### src/rtl/isa_vga_target_if.sv
// ISA bus and backend memory port bundle for isa_vga_target.
// The slave modport is the target's view. The master modport is the
// bridge and memory model's view.
interface isa_vga_target_if;
  // ISA bridge side
  logic        BALE;
  logic        SA0;
  logic        SA12;
  logic        MEMR;
  logic        MEMW;
  logic        IOR;
  logic        IOW;
  logic [15:0] DG_in;
  logic [15:0] DG_out;
  logic        DG_oe;
  logic        WAIT;
  // backend memory side
  logic        mem_req;
  logic        mem_we;
  logic [1:0]  mem_addr;
  logic [15:0] mem_wdata;
  logic [15:0] mem_rdata;
  logic        mem_ack;

  modport slave (
    input  BALE, SA0, SA12, MEMR, MEMW, IOR, IOW, DG_in, mem_rdata, mem_ack,
    output DG_out, DG_oe, WAIT, mem_req, mem_we, mem_addr, mem_wdata
  );

  modport master (
    output BALE, SA0, SA12, MEMR, MEMW, IOR, IOW, DG_in, mem_rdata, mem_ack,
    input  DG_out, DG_oe, WAIT, mem_req, mem_we, mem_addr, mem_wdata
  );
endinterface

### src/rtl/isa_vga_target.sv
// ISA bus target for the VGA/Amiga monitor switch card.
// Memory cycles are forwarded to a backend and hold WAIT low until the
// backend acknowledges or a timeout expires. IO cycles complete with no
// wait states. They expose the monitor switch, an ID word and a sticky
// error flag.
module isa_vga_target #(
  parameter int unsigned TIMEOUT = 64,
  parameter logic [15:0] IO_ID   = 16'h5A01
) (
  input  logic              mclk,
  input  logic              reset,
  isa_vga_target_if.slave   bus,
  output logic              monisw,
  output logic              err
);

  localparam int unsigned CW = $clog2(TIMEOUT) + 1;

  typedef enum logic [2:0] {
    IDLE,
    ADDR,
    MEMACC,
    IOACC,
    DONE,
    ENDWAIT
  } state_t;

  state_t         state_q, state_d;
  logic [6:0]     sync1_q, sync2_q;
  logic [CW-1:0]  cnt_q, cnt_d;
  logic [1:0]     addr_q, addr_d;
  logic           we_q, we_d;
  logic           rd_q, rd_d;
  logic [15:0]    wdata_q, wdata_d;
  logic [15:0]    dg_out_q, dg_out_d;
  logic           monisw_q, monisw_d;
  logic           err_q, err_d;

  // synchronized bus inputs (active-low strobes and BALE)
  logic bale_s, sa0_s, sa12_s, memr_s, memw_s, ior_s, iow_s;
  logic memr_a, memw_a, ior_a, iow_a;
  logic [2:0] n_act;
  logic       all_idle;

  assign {bale_s, sa0_s, sa12_s, memr_s, memw_s, ior_s, iow_s} = sync2_q;
  assign memr_a   = ~memr_s;
  assign memw_a   = ~memw_s;
  assign ior_a    = ~ior_s;
  assign iow_a    = ~iow_s;
  assign n_act    = {2'b00, memr_a} + {2'b00, memw_a} + {2'b00, ior_a} + {2'b00, iow_a};
  assign all_idle = memr_s & memw_s & ior_s & iow_s;

  // two-flop synchronizer on every bus control/address input, idles high
  always_ff @(posedge mclk) begin
    if (reset) begin
      sync1_q <= '1;
      sync2_q <= '1;
    end else begin
      sync1_q <= {bus.BALE, bus.SA0, bus.SA12, bus.MEMR, bus.MEMW, bus.IOR, bus.IOW};
      sync2_q <= sync1_q;
    end
  end

  // state and datapath registers
  always_ff @(posedge mclk) begin
    if (reset) begin
      state_q  <= IDLE;
      cnt_q    <= '0;
      addr_q   <= '0;
      we_q     <= 1'b0;
      rd_q     <= 1'b0;
      wdata_q  <= '0;
      dg_out_q <= '0;
      monisw_q <= 1'b1;
      err_q    <= 1'b0;
    end else begin
      state_q  <= state_d;
      cnt_q    <= cnt_d;
      addr_q   <= addr_d;
      we_q     <= we_d;
      rd_q     <= rd_d;
      wdata_q  <= wdata_d;
      dg_out_q <= dg_out_d;
      monisw_q <= monisw_d;
      err_q    <= err_d;
    end
  end

  // next-state and datapath update for the bus cycle sequencer
  always_comb begin
    state_d  = state_q;
    cnt_d    = cnt_q;
    addr_d   = addr_q;
    we_d     = we_q;
    rd_d     = rd_q;
    wdata_d  = wdata_q;
    dg_out_d = dg_out_q;
    monisw_d = monisw_q;
    err_d    = err_q;

    case (state_q)
      IDLE: begin
        if (!bale_s) begin
          addr_d  = {sa12_s, sa0_s};
          state_d = ADDR;
        end else if (!all_idle) begin
          err_d   = 1'b1;
          state_d = ENDWAIT;
        end
      end

      ADDR: begin
        if (n_act > 3'd1) begin
          err_d   = 1'b1;
          state_d = ENDWAIT;
        end else if (memr_a || memw_a) begin
          cnt_d   = '0;
          we_d    = memw_a;
          rd_d    = memr_a;
          wdata_d = bus.DG_in;
          state_d = MEMACC;
        end else if (ior_a || iow_a) begin
          rd_d    = ior_a;
          state_d = IOACC;
        end
      end

      MEMACC: begin
        // an ack that lands on the final counted cycle still wins over the timeout
        if (bus.mem_ack) begin
          if (rd_q) dg_out_d = bus.mem_rdata;
          state_d = DONE;
        end else if (cnt_q == CW'(TIMEOUT - 1)) begin
          dg_out_d = 16'hFFFF;
          err_d    = 1'b1;
          state_d  = DONE;
        end else begin
          cnt_d = cnt_q + CW'(1);
        end
      end

      IOACC: begin
        if (rd_q) begin
          dg_out_d = addr_q[0] ? IO_ID : {15'b0, monisw_q};
        end else if (addr_q[0]) begin
          err_d = 1'b0;
        end else begin
          monisw_d = bus.DG_in[0];
        end
        state_d = DONE;
      end

      DONE: begin
        if (all_idle) state_d = ENDWAIT;
      end

      ENDWAIT: begin
        if (bale_s) state_d = IDLE;
      end

      default: state_d = IDLE;
    endcase
  end

  // Bus handshake outputs decode the state directly and are gated by reset.
  // This lets an access abort in the cycle where reset rises.
  // DG_oe drops as soon as the strobes are released. If the strobes were
  // released during MEMACC, DG_oe therefore never rises.
  assign bus.WAIT      = reset | (state_q != MEMACC);
  assign bus.mem_req   = ~reset & (state_q == MEMACC);
  assign bus.DG_oe     = ~reset & (state_q == DONE) & rd_q & ~all_idle;
  assign bus.DG_out    = dg_out_q;
  assign bus.mem_we    = we_q;
  assign bus.mem_addr  = addr_q;
  assign bus.mem_wdata = wdata_q;
  assign monisw        = monisw_q;
  assign err           = err_q;

endmodule

### src/flat_wrapper.sv
// flat-port wrapper written by rule: the top's interface ports become plain ports
module isa_vga_target_flat 
#(
  parameter int unsigned TIMEOUT = 64,
  parameter logic [15:0] IO_ID   = 16'h5A01
)
  (mclk, reset, monisw, err, bus_BALE, bus_SA0, bus_SA12, bus_MEMR, bus_MEMW, bus_IOR, bus_IOW, bus_DG_in, bus_mem_rdata, bus_mem_ack, bus_DG_out, bus_DG_oe, bus_WAIT, bus_mem_req, bus_mem_we, bus_mem_addr, bus_mem_wdata);
  isa_vga_target_if bus_i ();
  input  logic mclk;
  input  logic reset;
  output logic monisw;
  output logic err;
  input wire logic [$bits(bus_i.BALE)-1:0] bus_BALE;
  input wire logic [$bits(bus_i.SA0)-1:0] bus_SA0;
  input wire logic [$bits(bus_i.SA12)-1:0] bus_SA12;
  input wire logic [$bits(bus_i.MEMR)-1:0] bus_MEMR;
  input wire logic [$bits(bus_i.MEMW)-1:0] bus_MEMW;
  input wire logic [$bits(bus_i.IOR)-1:0] bus_IOR;
  input wire logic [$bits(bus_i.IOW)-1:0] bus_IOW;
  input wire logic [$bits(bus_i.DG_in)-1:0] bus_DG_in;
  input wire logic [$bits(bus_i.mem_rdata)-1:0] bus_mem_rdata;
  input wire logic [$bits(bus_i.mem_ack)-1:0] bus_mem_ack;
  output wire logic [$bits(bus_i.DG_out)-1:0] bus_DG_out;
  output wire logic [$bits(bus_i.DG_oe)-1:0] bus_DG_oe;
  output wire logic [$bits(bus_i.WAIT)-1:0] bus_WAIT;
  output wire logic [$bits(bus_i.mem_req)-1:0] bus_mem_req;
  output wire logic [$bits(bus_i.mem_we)-1:0] bus_mem_we;
  output wire logic [$bits(bus_i.mem_addr)-1:0] bus_mem_addr;
  output wire logic [$bits(bus_i.mem_wdata)-1:0] bus_mem_wdata;
  assign bus_i.BALE = bus_BALE;
  assign bus_i.SA0 = bus_SA0;
  assign bus_i.SA12 = bus_SA12;
  assign bus_i.MEMR = bus_MEMR;
  assign bus_i.MEMW = bus_MEMW;
  assign bus_i.IOR = bus_IOR;
  assign bus_i.IOW = bus_IOW;
  assign bus_i.DG_in = bus_DG_in;
  assign bus_i.mem_rdata = bus_mem_rdata;
  assign bus_i.mem_ack = bus_mem_ack;
  assign bus_DG_out = bus_i.DG_out;
  assign bus_DG_oe = bus_i.DG_oe;
  assign bus_WAIT = bus_i.WAIT;
  assign bus_mem_req = bus_i.mem_req;
  assign bus_mem_we = bus_i.mem_we;
  assign bus_mem_addr = bus_i.mem_addr;
  assign bus_mem_wdata = bus_i.mem_wdata;
  isa_vga_target #(.TIMEOUT(TIMEOUT), .IO_ID(IO_ID)) u_core (.mclk(mclk), .reset(reset), .bus(bus_i), .monisw(monisw), .err(err));
endmodule
### config.mk
export PLATFORM = sky130hd
export DESIGN_NAME = isa_vga_target_flat
export DESIGN_NICKNAME = d
export VERILOG_FILES = /design/src/rtl/isa_vga_target_if.sv /design/src/rtl/isa_vga_target.sv /design/src/flat_wrapper.sv
export SDC_FILE = /design/constraint.sdc
export NUM_CORES = 1
export LEC_CHECK = 0
export CAP_MARGIN = 20
export CORE_MARGIN = 2
export CORE_UTILIZATION = 50
export DETAILED_ROUTE_END_ITERATION = 7
export HOLD_SLACK_MARGIN = 0.06
export PLACE_DENSITY = 0.9
export SLEW_MARGIN = 15
export SYNTH_ARGS = -nofsm -noshare
export SYNTH_HDL_FRONTEND = slang
export SYNTH_SLANG_ARGS = --single-unit
### constraint.sdc
create_clock -name mclk -period 3.8 [get_ports mclk]
set_input_delay 0.38 -clock mclk [delete_from_list [all_inputs] [get_ports mclk]]
set_output_delay 0.38 -clock mclk [all_outputs]
set_load 0.01 [all_outputs]
==> results of run 1 <==
==> worst max path at each step <==
stage	from	cells after the start	endpoint
floorplan	u_core.sync2_q[2]$_SDFF_PP1_	9	u_core.bus.mem_wdata[0]$_SDFFE_PP0P_
global placement	u_core.sync2_q[2]$_SDFF_PP1_	7	u_core.cnt_q[3]$_SDFFE_PP0P_
detailed placement	u_core.sync2_q[2]$_SDFF_PP1_	7	u_core.cnt_q[4]$_SDFFE_PP0P_
CTS	u_core.state_q[1]$_SDFFE_PP0P_	5	bus_mem_req
global route	u_core.sync2_q[2]$_SDFF_PP1_	7	u_core.cnt_q[4]$_SDFFE_PP0P_
finish	u_core.state_q[1]$_SDFFE_PP0P_	5	bus_mem_req
==> flip-flops by register name, summed over array words and instances (netlist names) <==
signal and cells:
u_core.bus.DG_out 16, u_core.bus.mem_wdata 16, u_core.cnt_q 7, u_core.sync1_q 7, u_core.sync2_q 7, u_core.state_q 3
u_core.bus.mem_addr 2, u_core.bus.mem_we 1, u_core.err 1, u_core.monisw 1, u_core.rd_q 1
==> cells in the final DEF (no fill, tap or decap), types with 2 or more instances in the layout <==
cell	n
clkinvlp_4	3
nand2_1	43
a311oi_1	3
or2_2	14
o21ai_0	28
a41oi_1	2
a21oi_1	35
nand3b_1	3
buf_4	3
o21a_1	3
o211ai_1	3
clkdlybuf4s50_1	80
nand2b_1	7
dfxtp_1	62
o2111ai_1	12
ha_1	4
nand3_1	7
nor2_1	9
nor3_1	5
a2111oi_0	2
nor4_1	3
a31oi_1	2
inv_1	9
nor2b_1	4
clkbuf_8	11
mux2i_1	5
==> cell type report <==
type	count	area, µm²
Fill cell	415	1450
Multi-Input combinational cell	214	1260
Sequential cell	62	1240
Timing Repair Buffer	84	828
Clock buffer	11	151
Tap cell	70	87.6
Clock inverter	5	57.6
Inverter	9	33.8
==> kinds of logic after synthesis <==
kind of cell / after synthesis
muxes: 5
and+or+nand+nor: 104
AOI/OAI and AO/OA: 101
DFF: 62
buffers and inverters: 31
adders and majority gates: 4
==> cells in the mapped netlist, drive strengths merged <==
cell     instances
a2111oi          2
a211o            1
a211oi           1
a21o             1
a21oi           35
a221oi           1
a2bb2oi          1
a311oi           3
a31oi            2
a41oi            2
and3             1
and3b            1
buf              7
clkbuf          15
dfxtp           62
ha               4
inv              9
mux2i            5
nand2           43
nand2b           7
nand3            8
nand3b           3
nand4            1
nor2             9
nor2b            4
nor3             5
nor3b            1
nor4             3
nor4b            1
o2111ai         12
o211a            1
o211ai           3
o21a             3
o21ai           28
o21bai           1
o31a             1
o31ai            1
o32a             1
o41ai            1
or2             15
or3b             1
or4              1
==> power by group through the flow <==
| stage | sequential, mW | combinational (mW) | clock [mW] |
|---|---|---|---|
| 6_report | 0.735 | 0.305 | 0.586 |
| 2_1_floorplan | 0.725 | 0.214 | 0 |
| 3_3_place_gp | 0.748 | 0.292 | 0 |
| 5_1_grt | 0.740 | 0.334 | 0.630 |
| 3_5_place_dp | 0.748 | 0.301 | 0 |
| 4_1_cts | 0.733 | 0.304 | 0.597 |
==> metal layers <==
| metal | share of wire [%] | vias to the layer above | wire length [µm] | global-route usage [%] |
|---|---|---|---|---|
| met5 | 0 | - | 0 | 0 |
| met2 | 51 | 90 | 3260 | 38.7 |
| li1 | - | 1243 | - | - |
| met3 | 7.7 | 8 | 494 | 7.94 |
| met4 | 0.98 | 0 | 63 | 7.09 |
| met1 | 41 | 1155 | 2630 | 25.7 |
==> per-stage QoR <==
| step | worst slack [ps] | total power, mW | util (%) |
|---|---|---|---|
| 2_1_floorplan | 1760 | 0.939 | - |
| 6_report | 1020 | 1.63 | 71.7 |
| 5_1_grt | 822 | 1.70 | 71.7 |
| 4_1_cts | 1070 | 1.63 | 71.7 |
| 3_3_place_gp | 1250 | 1.04 | 67.6 |
| 3_5_place_dp | 1100 | 1.05 | 67.6 |
==> worst max-delay path, stage by stage, from the launching register on <==
cell,delay [ps]
dfxtp_1,600
inv_1,160
nor3_1,510
nand2b_1,190
inv_1,80
clkdlybuf4s50_1,530
==> impl_metrics.tcl, run 1 <==
set metrics [dict create \
    core_um2 5110 \
    p_leak_nw 1.29 \
    power.share.sequential_pct 45.2 \
    wl_per_cell_um 14.2 \
    cts_made_buffers 9 \
    cap_violations 0 \
    dp_cells 439 \
    clk_pin_slew_worst_paths_ps 70 \
    fin_cells 455 \
    synth-compound-area-share_pct 24.0 \
    drt_iter0_markers 193 \
    cts_buffer_depth 2 \
    syn_to_final_growth_pct 39.0 \
    hold_ws_ps 408 \
    ant_nets 0 \
    critPathMaxFanout 14 \
    dpl.hpwl_um 4350 \
    synth.mux.area_fraction_pct 1.90 \
    cts_setup_buffers 0 \
    hold_end "u_core.sync2_q[3]$_SDFF_PP1_" \
    yosysWarnings 0 \
    route.vias.total 2496 \
    tritoncts "built" \
    insertion_delay_ps 340 \
    critical_path_class "flop to output pin" \
    synth-xor-area-share_pct 0 \
    slew_headroom_pct 46.5 \
    fp-row-count 26 \
    synth_fp_nets 353 \
    setup.worst_path.end_class "output pin" \
    yosysTopAreaCellShare_pct 47.1 \
    track_usage_pct 22.3 \
    start_util_pct 51.6 \
    status "completed" \
    synthAdderAreaFrac_pct 1.90 \
    drt_pass1_iterations 4 \
    yosysTopAreaCell "dfxtp_1" \
    gp_congestion 0.819 \
    finish.instance_area_um2 3660 \
    pin_count 82 \
    synth_cell_types 46 \
    setup_viol 0 \
    tns_ps 0 \
    synthSimpleGateAreaFrac_pct 20.1 \
    syn_area_per_cell_um2 8.58 \
    cts_root_buf "clkbuf_8" \
    vias_per_cell 5.49 \
    worst-slew-pin-transition_ps 801 \
    nets 426 \
    cts.sinks 62 \
    p_clk_share_pct 36.1 \
    drive_gt1_share_pct 9.61 \
    synth_top_family_by_area "compound AO/OA/AOI/OAI gates" \
    grt_overflow 0 \
    ir_drop_mv 0.338 \
    drc 0 \
    ys_ff_latch 62 \
    synthCells 307 \
    cts_resized 0 \
    switching_share_pct 27.9 \
    drv_slew 0 \
    r2r-start "u_core.sync2_q[2]$_SDFF_PP1_" \
    hold_start "u_core.sync1_q[3]$_SDFF_PP1_" \
    crit_path_start_kind "flop" \
    combPwrFrac_pct 18.8 \
    yosys-top-cells-area "dfxtp_1 (47%), a21oi_1 (6.7%), nand2_1 (6.1%), o21ai_0 (5.3%), o2111ai_1 (4.0%)" \
    rr_endpoint "u_core.cnt_q[4]$_SDFFE_PP0P_" \
    hold_path_depth 1 \
    hold_path_class "flop to flop" \
    p_int_mw 1.17 \
    die_h_um 76.6 \
    powerDensity_nw_per_um2 444 \
    yosysSeqAreaShare_pct 47.1 \
    dieArea_um2 5860 \
    grt_first_pass_wirelength_um 10600 \
    die_w_um 76.6 \
    grt_setup_unrepaired "no" \
    wl_um 6440 \
    power.switching_mw 0.454 \
    grt_max_degree 45 \
    antenna_found_initial 0 \
    cts-hold-fix-buffers 0 \
    max_freq_mhz 360 \
    r2r_slack_ps 1060 \
    grt_pass1_vias 2296 \
    min_period_ps 2780 \
    synth_area_um2 2630 \
    portBuffers 81 \
    period_share_pct 73.1 \
    cts.htree.levels 3 \
    final_hold_viol_count 0 \
    crit_arrival_ps 2400 \
    antennaDiodeCount 0 \
    r2r_cells 7 \
    dpl_cell_area_um2 3450 \
    finalClockSkew_ps 7.67 \
    critical_path_required_ps 3420 \
]
Note: power is estimated with default switching activity, not from simulation.
==> inputs of run 2 (changes only) <==
--- a/config.mk
+++ b/config.mk
@@ -7,10 +7,10 @@
 export LEC_CHECK = 0
 export CAP_MARGIN = 20
 export CORE_MARGIN = 2
-export CORE_UTILIZATION = 50
+export CORE_UTILIZATION = 42
 export DETAILED_ROUTE_END_ITERATION = 7
 export HOLD_SLACK_MARGIN = 0.06
-export PLACE_DENSITY = 0.9
+export PLACE_DENSITY = 0.81
 export SLEW_MARGIN = 15
 export SYNTH_ARGS = -nofsm -noshare
 export SYNTH_HDL_FRONTEND = slang
==> constraint.sdc (replaced) <==
create_clock -name mclk -period 2.3 [get_ports mclk]
set_input_delay 0.23 -clock mclk [delete_from_list [all_inputs] [get_ports mclk]]
set_output_delay 0.23 -clock mclk [all_outputs]
set_load 0.01 [all_outputs]
==> impl_metrics.tcl, run 2 (same netlist as run 1, synthesis figures left out) <==
set metrics [dict create \
    drive_gt1_share_pct 12.3 \
    drv_slew 0 \
    dp_cells 456 \
    start_util_pct 44.0 \
    finish.instance_area_um2 3800 \
    grt_first_pass_wirelength_um 11000 \
    cap_violations 0 \
    top_layer "met4" \
    worst-slew-pin-transition_ps 548 \
    critPathMaxFanout 4 \
    grt_pass1_vias 2412 \
    p_total_mw 2.95 \
    portBuffers 81 \
    ir_drop_mv 0.560 \
    wl_um 6530 \
    slew_headroom_pct 63.4 \
    hold_path_class "primary input to flop" \
    vias_per_cell 5.33 \
    dr_wl_met2_um 3150 \
    insertion_delay_ps 320 \
    tritoncts "built" \
    cts_buffer_depth 2 \
    dieArea_um2 6920 \
    ant_nets 0 \
    wl_met3_um 429 \
    crit_arrival_ps 1900 \
    tns_ps 0 \
    drt_pass1_iterations 5 \
    finalClockSkew_ps 7.37 \
    die_w_um 83.2 \
    p_leak_nw 1.38 \
    syn_to_final_growth_pct 44.5 \
    crit_path_start_kind "flop" \
    critical_path_class "flop to output pin" \
    cts-hold-fix-buffers 0 \
    mostFrequentLayoutCells "clkdlybuf4s50_1 (80), dfxtp_1 (62), nand2_1 (43)" \
    setup.worst_path.end_class "output pin" \
    wl_met1_um 2850 \
    fillers 520 \
    drc 0 \
    status "completed" \
    max_freq_mhz 469 \
    die_h_um 83.2 \
    wl_per_cell_um 13.8 \
    min_period_ps 2130 \
    final_hold_viol_count 0 \
    mostFrequentLayoutCell "clkdlybuf4s50_1" \
    cts.sinks 62 \
    pin_count 82 \
    drt_iter0_markers 159 \
    cts_made_buffers 9 \
    fin_cells 472 \
    period_share_pct 92.6 \
    final_util_pct 63.5 \
    dpl_cell_area_um2 3550 \
    grt_max_degree 46 \
    cts_root_buf "clkbuf_8" \
    setup_viol 0 \
    route.vias.total 2514 \
    antenna_found_initial 0 \
    grt_overflow 0 \
    core_um2 5990 \
    fp-row-count 28 \
    nets 438 \
    track_usage_pct 19.2 \
    critical_path_required_ps 2070 \
    clk_pin_slew_worst_paths_ps 60 \
    cts.htree.levels 3 \
    antennaDiodeCount 0 \
    dpl.hpwl_um 4510 \
    powerDensity_nw_per_um2 776 \
    gp_congestion 0.806 \
]
## run 2: changes by cell type in the layout (fill, tap and decap cells not counted), sizes merged
| cell | delta |
|---|---|
| clkinvlp | -3 |
| bufinv | +2 |
| clkinv | -1 |
| clkbuf | +2 |
| buf | +12 |
## run 2: timing repair
action,CTS,global route
buffers inserted,0,0
gates resized for setup,0,2
endpoints found under the setup margin,0,12
## run 2: worst max-delay path, cell delays in order (launching register included)
cell and delay (ps):
dfxtp_1 330, ha_1 240, nand3_1 130, nand2b_1 80, nor4_1 220, clkdlybuf4s50_1 590
## run 2: routing by layer
| metal | track usage, % | up-vias |
|---|---|---|
| met5 | 0 | - |
| met4 | 7.15 | 0 |
| met1 | 23.2 | 1148 |
| met3 | 5.47 | 12 |
| li1 | - | 1268 |
| met2 | 32.3 | 86 |
## run 2: final timing paths
path / start / endpoint / slack [ps] / depth (start not counted)
worst max-delay path: u_core.sync2_q[3]$_SDFF_PP1_ / bus_DG_oe / 170 / 5
worst max register to register: u_core.sync2_q[2]$_SDFF_PP1_ / u_core.bus.mem_wdata[9]$_SDFFE_PP0P_ / 210 / 8
worst min register to register: u_core.sync1_q[3]$_SDFF_PP1_ / u_core.sync2_q[3]$_SDFF_PP1_ / 410 / 1
worst min-delay path: reset / u_core.bus.mem_we$_SDFFE_PP0P_ / 330 / 2
## run 2: area by class of cell
class | instances | area [µm²] | area share [%]
Tap cell | 75 | 93.8 | 2.47
Clock inverter | 3 | 90.1 | 2.37
Sequential cell | 62 | 1240 | 32.6
Timing Repair Buffer | 96 | 918 | 24.1
Multi-Input combinational cell | 214 | 1270 | 33.3
Inverter | 9 | 33.8 | 0.888
Clock buffer | 13 | 159 | 4.18
## run 2: metrics by stage
step	setup slack [ps]	hold WS, ps
3_5_place_dp	163	394
4_1_cts	148	324
2_1_floorplan	261	334
5_1_grt	-15.4	340
6_report	170	329
3_3_place_gp	283	392
## run 2: power by group
group / switching (mW) / internal [mW]
clock: 0.397 / 0.781
combinational: 0.272 / 0.288
sequential: 0.0793 / 1.13
total: 0.748 / 2.20
==> RTL edit: new RTL, flow settings as in run 2 <==
Put one more register stage on the output `err`, cleared by the reset. The value now appears one clock later. The other outputs are not delayed to match.
--- a/src/rtl/isa_vga_target.sv
+++ b/src/rtl/isa_vga_target.sv
@@ -176,3 +176,9 @@
   assign monisw        = monisw_q;
-  assign err           = err_q;
+  always_ff @(posedge mclk) begin
+    if (reset) begin
+      err <= '0;
+    end else begin
+      err <= err_q;
+    end
+  end
 
Behaviour: not the same (a bounded check fails within 4 cycles, from zero or initial values and one cycle with reset high).
==> RTL edit against run 2 <==
  * Routed wire length rose by 0.61%
  * Via count is 1.5% higher
  * Critical path depth is 1 higher
  * Maximum frequency is 2.5% lower
  * Clock skew grew 2.1 ps
  * Cell area grew 0.49%
  * Final cell count down 0.21%
  * First-iteration DRC count is 40% lower
  * Power is 3.0% lower
  * Setup slack lost 55 ps
  * Count of clock-buffer cells in the layout did not move
  * Sequential cell count up 1
  * Area after synthesis grew 1.5%
  * Critical endpoint unchanged
==> RTL edit: results (changes against run 2) <==
FILL cells - 556 (was 520)
# H-tree levels - 3 (unchanged)
VDD IR-drop max - 0.3848 mV (was 0.5596 mV)
Synth-to-Final Area Change - 43.07% (was 44.47%)
DRC viols - 0 (unchanged)
Worst EP arrival - 1960 ps (was 1900 ps)
Worst-skew pair later-pin latency - 340 ps (was 320 ps)
GR Util met2 - 32.00% (was 32.33%)
Clock transition at path regs - 70 ps
Metal3 WL - 371 um (was 429 um)
Layout net count - 435 (was 438)
Clock Skews - 9.507 ps (was 7.366 ps)
Mapped Cells - 305 (was 307)
Vias in the first global route - 2,362 (was 2,412)
DP Area - 3587 sq um (was 3550 sq um)
Slowest stage delay, CP - 570 ps (was 590 ps)
Post-CTS Setup Inserts - 0 (unchanged)
Yosys reg bits - 63 (was 62)
CTS-repair resized insts - 1 (was 0)
IO Port Bufs - 81 (unchanged)
DP Cell Count - 455 (was 456)
Status - complete, no violations (unchanged)
Synth Flop Type - dfxtp_1 (unchanged)
Routed WL per cell - 13.94 um (was 13.83 um)
Number of antenna diodes - 0 (unchanged)
Global Route Usage Sum - 18.77% (was 19.19%)
GR Util met1 - 21.80% (was 23.23%)
Ys Warns - 0 (unchanged)
Syn_nets - 351 (was 353)
Post-synthesis compound-gate area fraction - 24.53% (was 24.04%)
First-pass detailed-route iteration total - 4 (was 5)
Clock buffer depth - 2 (unchanged)
DR vias - 2,552 (was 2,514)
Post-synthesis sequential area ratio - 47.19% (was 47.13%)
Worst Tran Pin Value - 680.0 ps (was 548.2 ps)
Synth unique cells - 48 (was 46)
Max Used Layer - met4 (unchanged)
Worst hold-check path type - in -> reg (unchanged)
Mux share of post-synthesis cell area - 1.170% (was 1.900%)
CTS root buf - clkbuf_8 (unchanged)
Global-route wire length before repair - 10.76 mm (was 11.03 mm)
Leak Pwr - 0.001380 uW (was 0.001376 uW)
Layout cell share with drive strength beyond 1 - 14.21% (was 12.34%)
Area contributors post-synth - dfxtp_1 47%, a21oi_1 6.4%, o21ai_0 5.6% (was dfxtp_1 47%, a21oi_1 6.7%, nand2_1 6.1%)
GR Util met3 - 6.726% (was 5.467%)
Cts bufs inserted - 9 (unchanged)
Post-DP HPWL - 4.430 mm (was 4.512 mm)
Largest net degree at the start of global routing - 66 (was 46)
Post-route met1 wirelength - 2.832 mm (was 2.850 mm)
Synth top cells by count - 63 x dfxtp_1, 38 x nand2_1, 34 x a21oi_1 (was 62 x dfxtp_1, 43 x nand2_1, 35 x a21oi_1)
Setup slack at placement - 7.052 ps (was 162.9 ps)
Met2 wire length - 3.283 mm (was 3.149 mm)
Layout Cells excl Fill - 471 (was 472)
Xor/xnor share of the synthesized area - 0% (unchanged)
RD Place Congestion - 0.7596 (was 0.8059)
CP Max Fanout - 6 (was 4)
Drt initial violations - 95 (was 159)
Post-synthesis adder-cell area fraction - 1.873% (was 1.900%)
-- RTL edit: cell count changes after synthesis, moves of 3 or more --
cell and change:
nand3_1 -3, nand2_1 -5, nor2b_1 +5, buf_2 -3
mux2i_1 -3
-- RTL edit: area by class of cell --
cell class / instances / area share (%)
Multi-Input combinational cell: 211 / 34.19
Sequential cell: 63 / 33.02
Timing Repair Buffer: 95 / 23.92
Clock buffer: 13 / 4.418
Tap cell: 77 / 2.520
Clock inverter: 3 / 1.047
Inverter: 9 / 0.8835
-- RTL edit: path summary, 6_finish.rpt --
check             cells after the start                 to  slack [ps]               from
setup / recovery                      6          bus_DG_oe         110  u_core.sync2_q[2]
hold / removal                        3  u_core.state_q[0]         240              reset
setup reg to reg                      8  u_core.state_q[2]         130  u_core.sync2_q[2]
hold reg to reg                       1  u_core.sync2_q[4]         410  u_core.sync1_q[4]
-- RTL edit: where the power goes --
group | switching [uW] | internal, uW | total, uW
Clock | 411 | 586 | 997
Sequential | 87.0 | 1160 | 1250
Combinational | 315 | 303 | 619
